### src/rtl/mac_share_arbiter.sv
// ---------------------------------------------------------------------------
// mac_share_arbiter
//   Shares one unsigned add/multiply unit between NREQ requesters. A
//   round-robin arbiter picks one pending request at a time, latches that
//   requester's opcode and operands, runs a single operation and returns the
//   result tagged with the requester index. Only one operation is in flight.
//
// Ports
//   clk        rising-edge clock
//   rst        asynchronous, active-high reset
//   req        per-requester request level, held until granted
//   op         per-requester opcode (0 = add, 1 = multiply)
//   opa / opb  packed operands, slice i = opX[i*DW +: DW]
//   gnt        one-hot grant, single-cycle pulse
//   busy       high from the grant cycle through the res_valid cycle
//   res_valid  single-cycle result strobe
//   res_id     index of the requester owning the result
//   result     add: zero-extended DW+1-bit sum; mul: full 2*DW product
//
// Optional build macro
//   MAC_ARB_SVA_EN : compiles in the protocol checker (mac_share_arbiter_sva).
// ---------------------------------------------------------------------------

`ifdef MAC_ARB_SVA_EN
// Protocol checker: grant/result sequencing and starvation bound.
module mac_share_arbiter_sva #(
  parameter int NREQ    = 4,
  parameter int MUL_LAT = 3
) (
  input logic            clk,
  input logic            rst,
  input logic [NREQ-1:0] req,
  input logic [NREQ-1:0] gnt,
  input logic            busy,
  input logic            res_valid,
  input logic            op_lat
);
  a_gnt_onehot0: assert property (@(posedge clk) disable iff (rst) $onehot0(gnt))
    else $error("gnt not onehot0");
  a_gnt_busy: assert property (@(posedge clk) disable iff (rst) $rose(|gnt) |-> busy)
    else $error("grant without busy");
  a_rv_pulse: assert property (@(posedge clk) disable iff (rst) res_valid |=> !res_valid)
    else $error("res_valid longer than one cycle");
  a_add_lat: assert property (@(posedge clk) disable iff (rst)
    (|gnt && !op_lat) |-> !res_valid ##1 !res_valid ##1 res_valid)
    else $error("add latency wrong");
  a_mul_lat: assert property (@(posedge clk) disable iff (rst)
    (|gnt && op_lat) |-> !res_valid ##1 (!res_valid)[*MUL_LAT] ##1 res_valid)
    else $error("multiply latency wrong");
  a_no_gnt_busy: assert property (@(posedge clk) disable iff (rst) (|gnt) |-> !$past(busy))
    else $error("grant issued while busy");

  for (genvar i = 0; i < NREQ; i++) begin : g_starve
    logic [3:0] wait_r;
    // Count foreign grants while requester i is waiting.
    always_ff @(posedge clk or posedge rst) begin
      if (rst) begin
        wait_r <= 4'd0;
      end else if (!req[i] || gnt[i]) begin
        wait_r <= 4'd0;
      end else if (|gnt) begin
        wait_r <= wait_r + 4'd1;
      end else begin
        wait_r <= wait_r;
      end
    end
    a_starve: assert property (@(posedge clk) disable iff (rst) wait_r <= 4'(NREQ - 1))
      else $error("requester starved");
  end
endmodule
`endif

module mac_share_arbiter #(
  parameter int NREQ    = 4,
  parameter int DW      = 8,
  parameter int MUL_LAT = 3
) (
  input  logic                clk,
  input  logic                rst,
  input  logic [NREQ-1:0]     req,
  input  logic [NREQ-1:0]     op,
  input  logic [NREQ*DW-1:0]  opa,
  input  logic [NREQ*DW-1:0]  opb,
  output logic [NREQ-1:0]     gnt,
  output logic                busy,
  output logic                res_valid,
  output logic [2:0]          res_id,
  output logic [2*DW-1:0]     result
);
  // Counter must hold MUL_LAT-1.
  localparam int CW = (MUL_LAT > 1) ? $clog2(MUL_LAT) : 1;

  typedef enum logic [1:0] {
    IDLE = 2'd0,
    EXEC = 2'd1,
    DONE = 2'd2
  } state_t;

  state_t           state_r;
  logic [2:0]       rr_ptr_r;
  logic [2:0]       id_r;
  logic [CW-1:0]    cnt_r;
  logic             op_r;
  logic [DW-1:0]    opa_r;
  logic [DW-1:0]    opb_r;

  logic             win_found_s;
  logic [2:0]       win_idx_s;
  logic [2:0]       next_ptr_s;
  logic [NREQ-1:0]  win_oh_s;
  logic             win_op_s;
  logic [DW-1:0]    win_opa_s;
  logic [DW-1:0]    win_opb_s;
  logic [DW:0]      sum_s;
  logic [2*DW-1:0]  prod_s;
  logic [2*DW-1:0]  exec_res_s;

  // Round-robin search: first set request at or above rr_ptr, wrapping.
  always_comb begin
    logic [3:0] cand_v;
    logic       hit_v;
    win_found_s = 1'b0;
    win_idx_s   = 3'd0;
    cand_v      = 4'd0;
    hit_v       = 1'b0;
    for (int off = 0; off < NREQ; off++) begin
      cand_v = {1'b0, rr_ptr_r} + 4'(off);
      cand_v = (cand_v >= 4'(NREQ)) ? (cand_v - 4'(NREQ)) : cand_v;
      hit_v  = 1'b0;
      for (int i = 0; i < NREQ; i++) begin
        hit_v = hit_v | (req[i] & (cand_v == 4'(i)));
      end
      win_idx_s   = (!win_found_s && hit_v) ? cand_v[2:0] : win_idx_s;
      win_found_s = win_found_s | hit_v;
    end
  end

  // Winner one-hot, its opcode/operands and the pointer that follows it.
  always_comb begin
    win_oh_s  = {NREQ{1'b0}};
    win_op_s  = 1'b0;
    win_opa_s = {DW{1'b0}};
    win_opb_s = {DW{1'b0}};
    for (int i = 0; i < NREQ; i++) begin
      win_oh_s[i] = (win_idx_s == 3'(i));
      win_op_s    = (win_idx_s == 3'(i)) ? op[i] : win_op_s;
      win_opa_s   = (win_idx_s == 3'(i)) ? opa[i*DW +: DW] : win_opa_s;
      win_opb_s   = (win_idx_s == 3'(i)) ? opb[i*DW +: DW] : win_opb_s;
    end
    next_ptr_s = (win_idx_s == 3'(NREQ - 1)) ? 3'd0 : (win_idx_s + 3'd1);
  end

  // Shared arithmetic on the latched operands only.
  always_comb begin
    sum_s      = {1'b0, opa_r} + {1'b0, opb_r};
    prod_s     = {{DW{1'b0}}, opa_r} * {{DW{1'b0}}, opb_r};
    exec_res_s = op_r ? prod_s : {{(DW-1){1'b0}}, sum_s};
  end

  // Control FSM with registered outputs. DONE spends one cycle raising
  // res_valid and one cycle dropping it, so the next grant lands L+3 edges
  // after the previous one.
  always_ff @(posedge clk or posedge rst) begin
    if (rst) begin
      state_r   <= IDLE;
      rr_ptr_r  <= 3'd0;
      id_r      <= 3'd0;
      cnt_r     <= {CW{1'b0}};
      op_r      <= 1'b0;
      opa_r     <= {DW{1'b0}};
      opb_r     <= {DW{1'b0}};
      gnt       <= {NREQ{1'b0}};
      busy      <= 1'b0;
      res_valid <= 1'b0;
      res_id    <= 3'd0;
      result    <= {(2*DW){1'b0}};
    end else begin
      case (state_r)
        IDLE: begin
          res_valid <= 1'b0;
          if (win_found_s) begin
            gnt      <= win_oh_s;
            busy     <= 1'b1;
            id_r     <= win_idx_s;
            op_r     <= win_op_s;
            opa_r    <= win_opa_s;
            opb_r    <= win_opb_s;
            rr_ptr_r <= next_ptr_s;
            cnt_r    <= win_op_s ? CW'(MUL_LAT - 1) : {CW{1'b0}};
            state_r  <= EXEC;
          end else begin
            gnt     <= {NREQ{1'b0}};
            busy    <= 1'b0;
            state_r <= IDLE;
          end
        end
        EXEC: begin
          gnt <= {NREQ{1'b0}};
          if (cnt_r == {CW{1'b0}}) begin
            result  <= exec_res_s;
            res_id  <= id_r;
            state_r <= DONE;
          end else begin
            cnt_r <= cnt_r - CW'(1);
          end
        end
        DONE: begin
          gnt <= {NREQ{1'b0}};
          if (!res_valid) begin
            res_valid <= 1'b1;
          end else begin
            res_valid <= 1'b0;
            busy      <= 1'b0;
            state_r   <= IDLE;
          end
        end
        default: begin
          gnt       <= {NREQ{1'b0}};
          busy      <= 1'b0;
          res_valid <= 1'b0;
          state_r   <= IDLE;
        end
      endcase
    end
  end

`ifdef MAC_ARB_SVA_EN
  mac_share_arbiter_sva #(
    .NREQ    (NREQ),
    .MUL_LAT (MUL_LAT)
  ) u_sva (
    .clk       (clk),
    .rst       (rst),
    .req       (req),
    .gnt       (gnt),
    .busy      (busy),
    .res_valid (res_valid),
    .op_lat    (op_r)
  );
`else
  // Default build carries no checker logic.
`endif

endmodule
### config.mk
export PLATFORM = sky130hd
export DESIGN_NAME = mac_share_arbiter
export DESIGN_NICKNAME = d
export VERILOG_FILES = /design/src/rtl/mac_share_arbiter.sv
export SDC_FILE = /design/constraint.sdc
export NUM_CORES = 1
export LEC_CHECK = 0
export CAP_MARGIN = 40
export CORE_ASPECT_RATIO = 1.4
export CORE_UTILIZATION = 25
export CTS_BUF_LIST = sky130_fd_sc_hd__clkbuf_16
export CTS_CLUSTER_SIZE = 10
export DETAILED_ROUTE_END_ITERATION = 6
export MAX_ROUTING_LAYER = met4
export PLACE_DENSITY_LB_ADDON = 0.3
export SETUP_SLACK_MARGIN = 0.15
export SKIP_CTS_REPAIR_TIMING = 1
export SYNTH_ARGS = -nofsm -noshare
export SYNTH_HDL_FRONTEND = slang
export SYNTH_HIERARCHICAL = 1
export SYNTH_SLANG_ARGS = --single-unit
### constraint.sdc
create_clock -name clk -period 5.2 [get_ports clk]
set_input_delay 1.56 -clock clk [delete_from_list [all_inputs] [get_ports clk]]
set_output_delay 1.56 -clock clk [all_outputs]
set_load 0.01 [all_outputs]
==> summary.txt <==
Clock network
  – Inserted Clock Buffers: 5
  – Worst-path clk slew: 0.08 ns
  – Buffers from clock root to sink, at most: 2
  – H-tree Lvls: 2
  – CTS root buffer: sky130_fd_sc_hd__clkbuf_16
  – Clock tree from TritonCTS: built
  – CTS sink count: 52
  – Clock latency reported for the late side of the worst-skew pair: 0.31 ns

Timing
  – Share of the cycle needed by the critical path after routing: roughly 87%
  – F_max: 222 MHz
  – Slew @ Worst Pin: approximately 0.84 ns
  – Final max-slew violation count: 0
  – Clock tree skew after final layout: 0.0113 ns
  – Number of hold violations in the final report: 0
  – Tightest slew margin relative to the limit: between 40% and 50%
  – Final min period: 4.51 ns
  – Final critical-path setup slack: around 0.69 ns
  – Final setup vio count: 0
  – Setup Total Neg Slack: 0 ns
  – Unrepaired setup endpoints after global routing: false

Finish
  – Layout net count: about 900
  – Post-route cell area: 6850 um^2
  – Number of antenna cells inserted: 0
  – Fraction of final layout cells with drive strength greater than 1: 3.27%
  – Most common cell after layout, fill and taps aside: sky130_fd_sc_hd__clkdlybuf4s50_1
  – Cell Count, Final, Fillers Out: 994
  – Commonest cells after routing, fill and taps aside: sky130_fd_sc_hd__clkdlybuf4s50_1, sky130_fd_sc_hd__nand2_1, sky130_fd_sc_hd__inv_1
  – Area overhead of the layout relative to synthesis: 25.7%

Synth
  – Share of flip-flops with an asynchronous set or reset: 100%
  – Syn Std Cell Area: around 5400 um^2
  – Mean area per synthesized cell: 8.45 um^2
  – Library cell with the largest summed area after synthesis: sky130_fd_sc_hd__dfrtp_1
  – Number of unique standard cell types used by synthesis: 57
  – Count of flip-flops with a built-in enable after synthesis: 0
  – Cells after synthesis: 645
  – Main area contributors after synthesis: sky130_fd_sc_hd__dfrtp_1, sky130_fd_sc_hd__fa_1, sky130_fd_sc_hd__ha_1, sky130_fd_sc_hd__a21oi_1, sky130_fd_sc_hd__nand2_1
  – Post-Syn Nets: just over 800
  – Number of warning messages in the yosys log: 6
  – Flop and latch count out of synthesis: 52
  – Share of synthesized area occupied by flip-flops and latches: 23.9%
  – Commonest register cell after synthesis: sky130_fd_sc_hd__dfrtp_1
  – Top cell type's share of synthesized area: 23.9%

Placement
  – Cell total after placement: 986
  – RePlAce Congestion: 0.802
  – HPWL reported at the end of detailed placement: 11100 um
  – I/O Buffers: between 90 and 100
  – Cell area reported after detailed placement: 6700 um^2
  – Placement Setup Slack: about 0.55 ns

Drt
  – First drt pass iteration count: 4
  – Final wirelength: 13700 um
  – Final ANT Viol Nets: 0
  – Via/cell ratio: 4.58
  – DR vias: around 4500
  – Final routed DRC violation total: 0
  – Starting DRT DRC Count: 135
  – Detail-routed net length per standard cell: 13.8 um

Setup path
  – Crit-path max FO: 9
  – Crit path launch type: flip-flop
  – Worst reg2reg path startpoint: opb_r[3]
  – Worst path top cell family by delay: adder cells
  – Data required time at the worst endpoint: 5.42 ns
  – Max stage delay on crit path: 0.53 ns
  – Worst path bufs/invs: 4
  – Depth of the most critical reg-to-reg path: 15
  – Reg-to-reg endpoint: result[13]
  – Worst Setup Path Type: flip-flop to flip-flop
  – Flop2flop setup slack: 0.69 ns
  – Slowest stage cell, crit path: sky130_fd_sc_hd__fa_1
  – Worst-path cell chain: and2_1, fa_1, inv_1, fa_1, inv_1, fa_1, inv_1, fa_1, inv_1, ha_1, or3_1, o21a_1, a221o_1, xnor2_1, o21ai_0
  – Critical path data arrival time: 4.73 ns
  – Endpoint class of the critical path: flip-flop

Floorplan
  – Starting density of the core: roughly 26%
  – Standard-cell rows: 63
  – Area of the die: 22400 um^2
  – I/O pin total: 99
  – Vertical die dimension: 177 um
  – Floorplan Core Area: 21300 um^2
  – Die Wd: around 130 um

Min path
  – Count of cells along the worst hold path: 2
  – Worst Hold End: res_id[2]
  – HP Class: flip-flop to flip-flop
  – Hold Crit Start: id_r[2]

GRT
  – Global route total overflow: 0
  – Initial antenna violation count: 0
  – Global-route usage over all layers: 13.2%
  – Pin count of the biggest net entering global routing: 36
  – Via count of the first global-routing pass: 4683
  – Wire length of the first global-routing pass: 23200 um

Power
  – Total net switching power: 2080 uW
  – Net Sw Frac: 50.6%
  – Clock power share: 8.5%
  – Power share of the sequential group: around 19%
  – Power Dens Cells: 601 nW/um^2
  – Peak supply drop: 0.373 mV
  – Fraction of power consumed by combinational cells: between 70 and 80%
  – Sum of internal, switching and leakage power: 4120 uW
  – Total leakage power: about 0.0032 uW
  – Internal power contribution: 2030 uW

Run status
  – Run status: finished, final reports clean

Flow run
  – Count of maximum capacitance violations: 0
## Yosys cell counts, types with 2 or more instances
library cell,n
sky130_fd_sc_hd__nor2b_1,8
sky130_fd_sc_hd__a21o_1,5
sky130_fd_sc_hd__nand2b_1,5
sky130_fd_sc_hd__a211o_1,2
sky130_fd_sc_hd__a22oi_1,6
sky130_fd_sc_hd__inv_1,79
sky130_fd_sc_hd__a21boi_0,2
sky130_fd_sc_hd__mux2i_1,3
sky130_fd_sc_hd__clkbuf_1,17
sky130_fd_sc_hd__or3_1,2
sky130_fd_sc_hd__nand2_1,86
sky130_fd_sc_hd__mux2_2,2
sky130_fd_sc_hd__dfrtp_1,52
sky130_fd_sc_hd__o31ai_1,21
sky130_fd_sc_hd__o21ai_0,24
sky130_fd_sc_hd__a21oi_1,67
sky130_fd_sc_hd__nor3_1,8
sky130_fd_sc_hd__o21a_1,5
sky130_fd_sc_hd__o211ai_1,2
sky130_fd_sc_hd__a211oi_1,2
sky130_fd_sc_hd__fa_1,37
sky130_fd_sc_hd__nand4b_1,2
sky130_fd_sc_hd__ha_1,58
sky130_fd_sc_hd__nor2_1,31
sky130_fd_sc_hd__nand3_1,3
sky130_fd_sc_hd__o31a_1,3
sky130_fd_sc_hd__buf_2,4
sky130_fd_sc_hd__buf_1,2
sky130_fd_sc_hd__o21ai_1,2
sky130_fd_sc_hd__a22o_1,2
sky130_fd_sc_hd__and2_1,48
sky130_fd_sc_hd__nand3b_1,17
sky130_fd_sc_hd__xnor2_1,8
sky130_fd_sc_hd__nand4_1,2
sky130_fd_sc_hd__xor2_1,5
sky130_fd_sc_hd__o2111ai_1,2
## power by group through the flow
| stage | Combinational [uW] | Sequential (uW) | Clock (uW) |
|---|---|---|---|
| global placement | 2980 | 805 | 0 |
| floorplan | 2270 | 735 | 0 |
| CTS | 3020 | 800 | 363 |
| global route | 3430 | 831 | 376 |
| detailed placement | 3000 | 810 | 0 |
| finish | 2970 | 795 | 352 |
## sequential cells by signal, summed over array words and instances (netlist names), 2 cells and up
register / count
res_id: 3
cnt_r: 2
opb_r: 8
id_r: 3
gnt: 4
rr_ptr_r: 3
result: 16
opa_r: 8
state_r: 2
## cell type report
type | instances | area, um^2
fill | 2270 | 14400
multi-input combinational | 489 | 3740
sequential | 52 | 1300
timing repair buffer | 106 | 1040
tap | 260 | 325
inverter | 79 | 297
clock buffer | 5 | 125
clock inverter | 3 | 21.3
## cell families after synthesis
group                      Yosys count  share of synthesized area (%)
and+or+nand+nor                    219                           20.5
DFF                                 52                           23.9
muxes                                6                           1.17
adders and majority gates           95                           26.9
xor gates and xnor gates            14                           2.39
buffers and inverters              104                           7.46
AOI/OAI and AO/OA                  155                           17.7
## worst max-delay path by stage
stage                  start          to  slack (ns)  depth (start not counted)
finish              opb_r[3]  result[13]        0.69                         15
global route        opb_r[3]  result[13]        0.49                         15
CTS                 opa_r[3]  result[13]        0.66                         15
detailed placement    req[0]    opa_r[1]        0.55                         15
global placement      req[0]    opa_r[1]        0.62                         15
floorplan           opb_r[4]  result[13]        0.94                         15
## layer usage
| metal | up-vias | wire, um | share of wire, % | GRT usage [%] |
|---|---|---|---|---|
| li1 | 2340 | - | - | - |
| met1 | 2101 | 6080 | 44 | 15.4 |
| met2 | 97 | 7090 | 52 | 24.3 |
| met3 | 10 | 369 | 2.7 | 1.12 |
| met4 | 0 | 186 | 1.4 | 3.57 |
| met5 | - | 0 | 0 | - |
## worst min-delay path, stage by stage, from the launching register on
cell	delay, ns
sky130_fd_sc_hd__dfrtp_1	0.35
sky130_fd_sc_hd__nand2_1	0.05
sky130_fd_sc_hd__nand2_1	0.05
## metrics by stage
step | util, % | hold WS (ns)
6_report | 32.2 | 0.475
5_1_grt | 32.2 | 0.503
4_1_cts | 32.2 | 0.485
3_5_place_dp | 31.5 | 0.466
3_3_place_gp | 31.5 | 0.462
2_1_floorplan | - | 0.433
(Power assumes the default switching activity.)
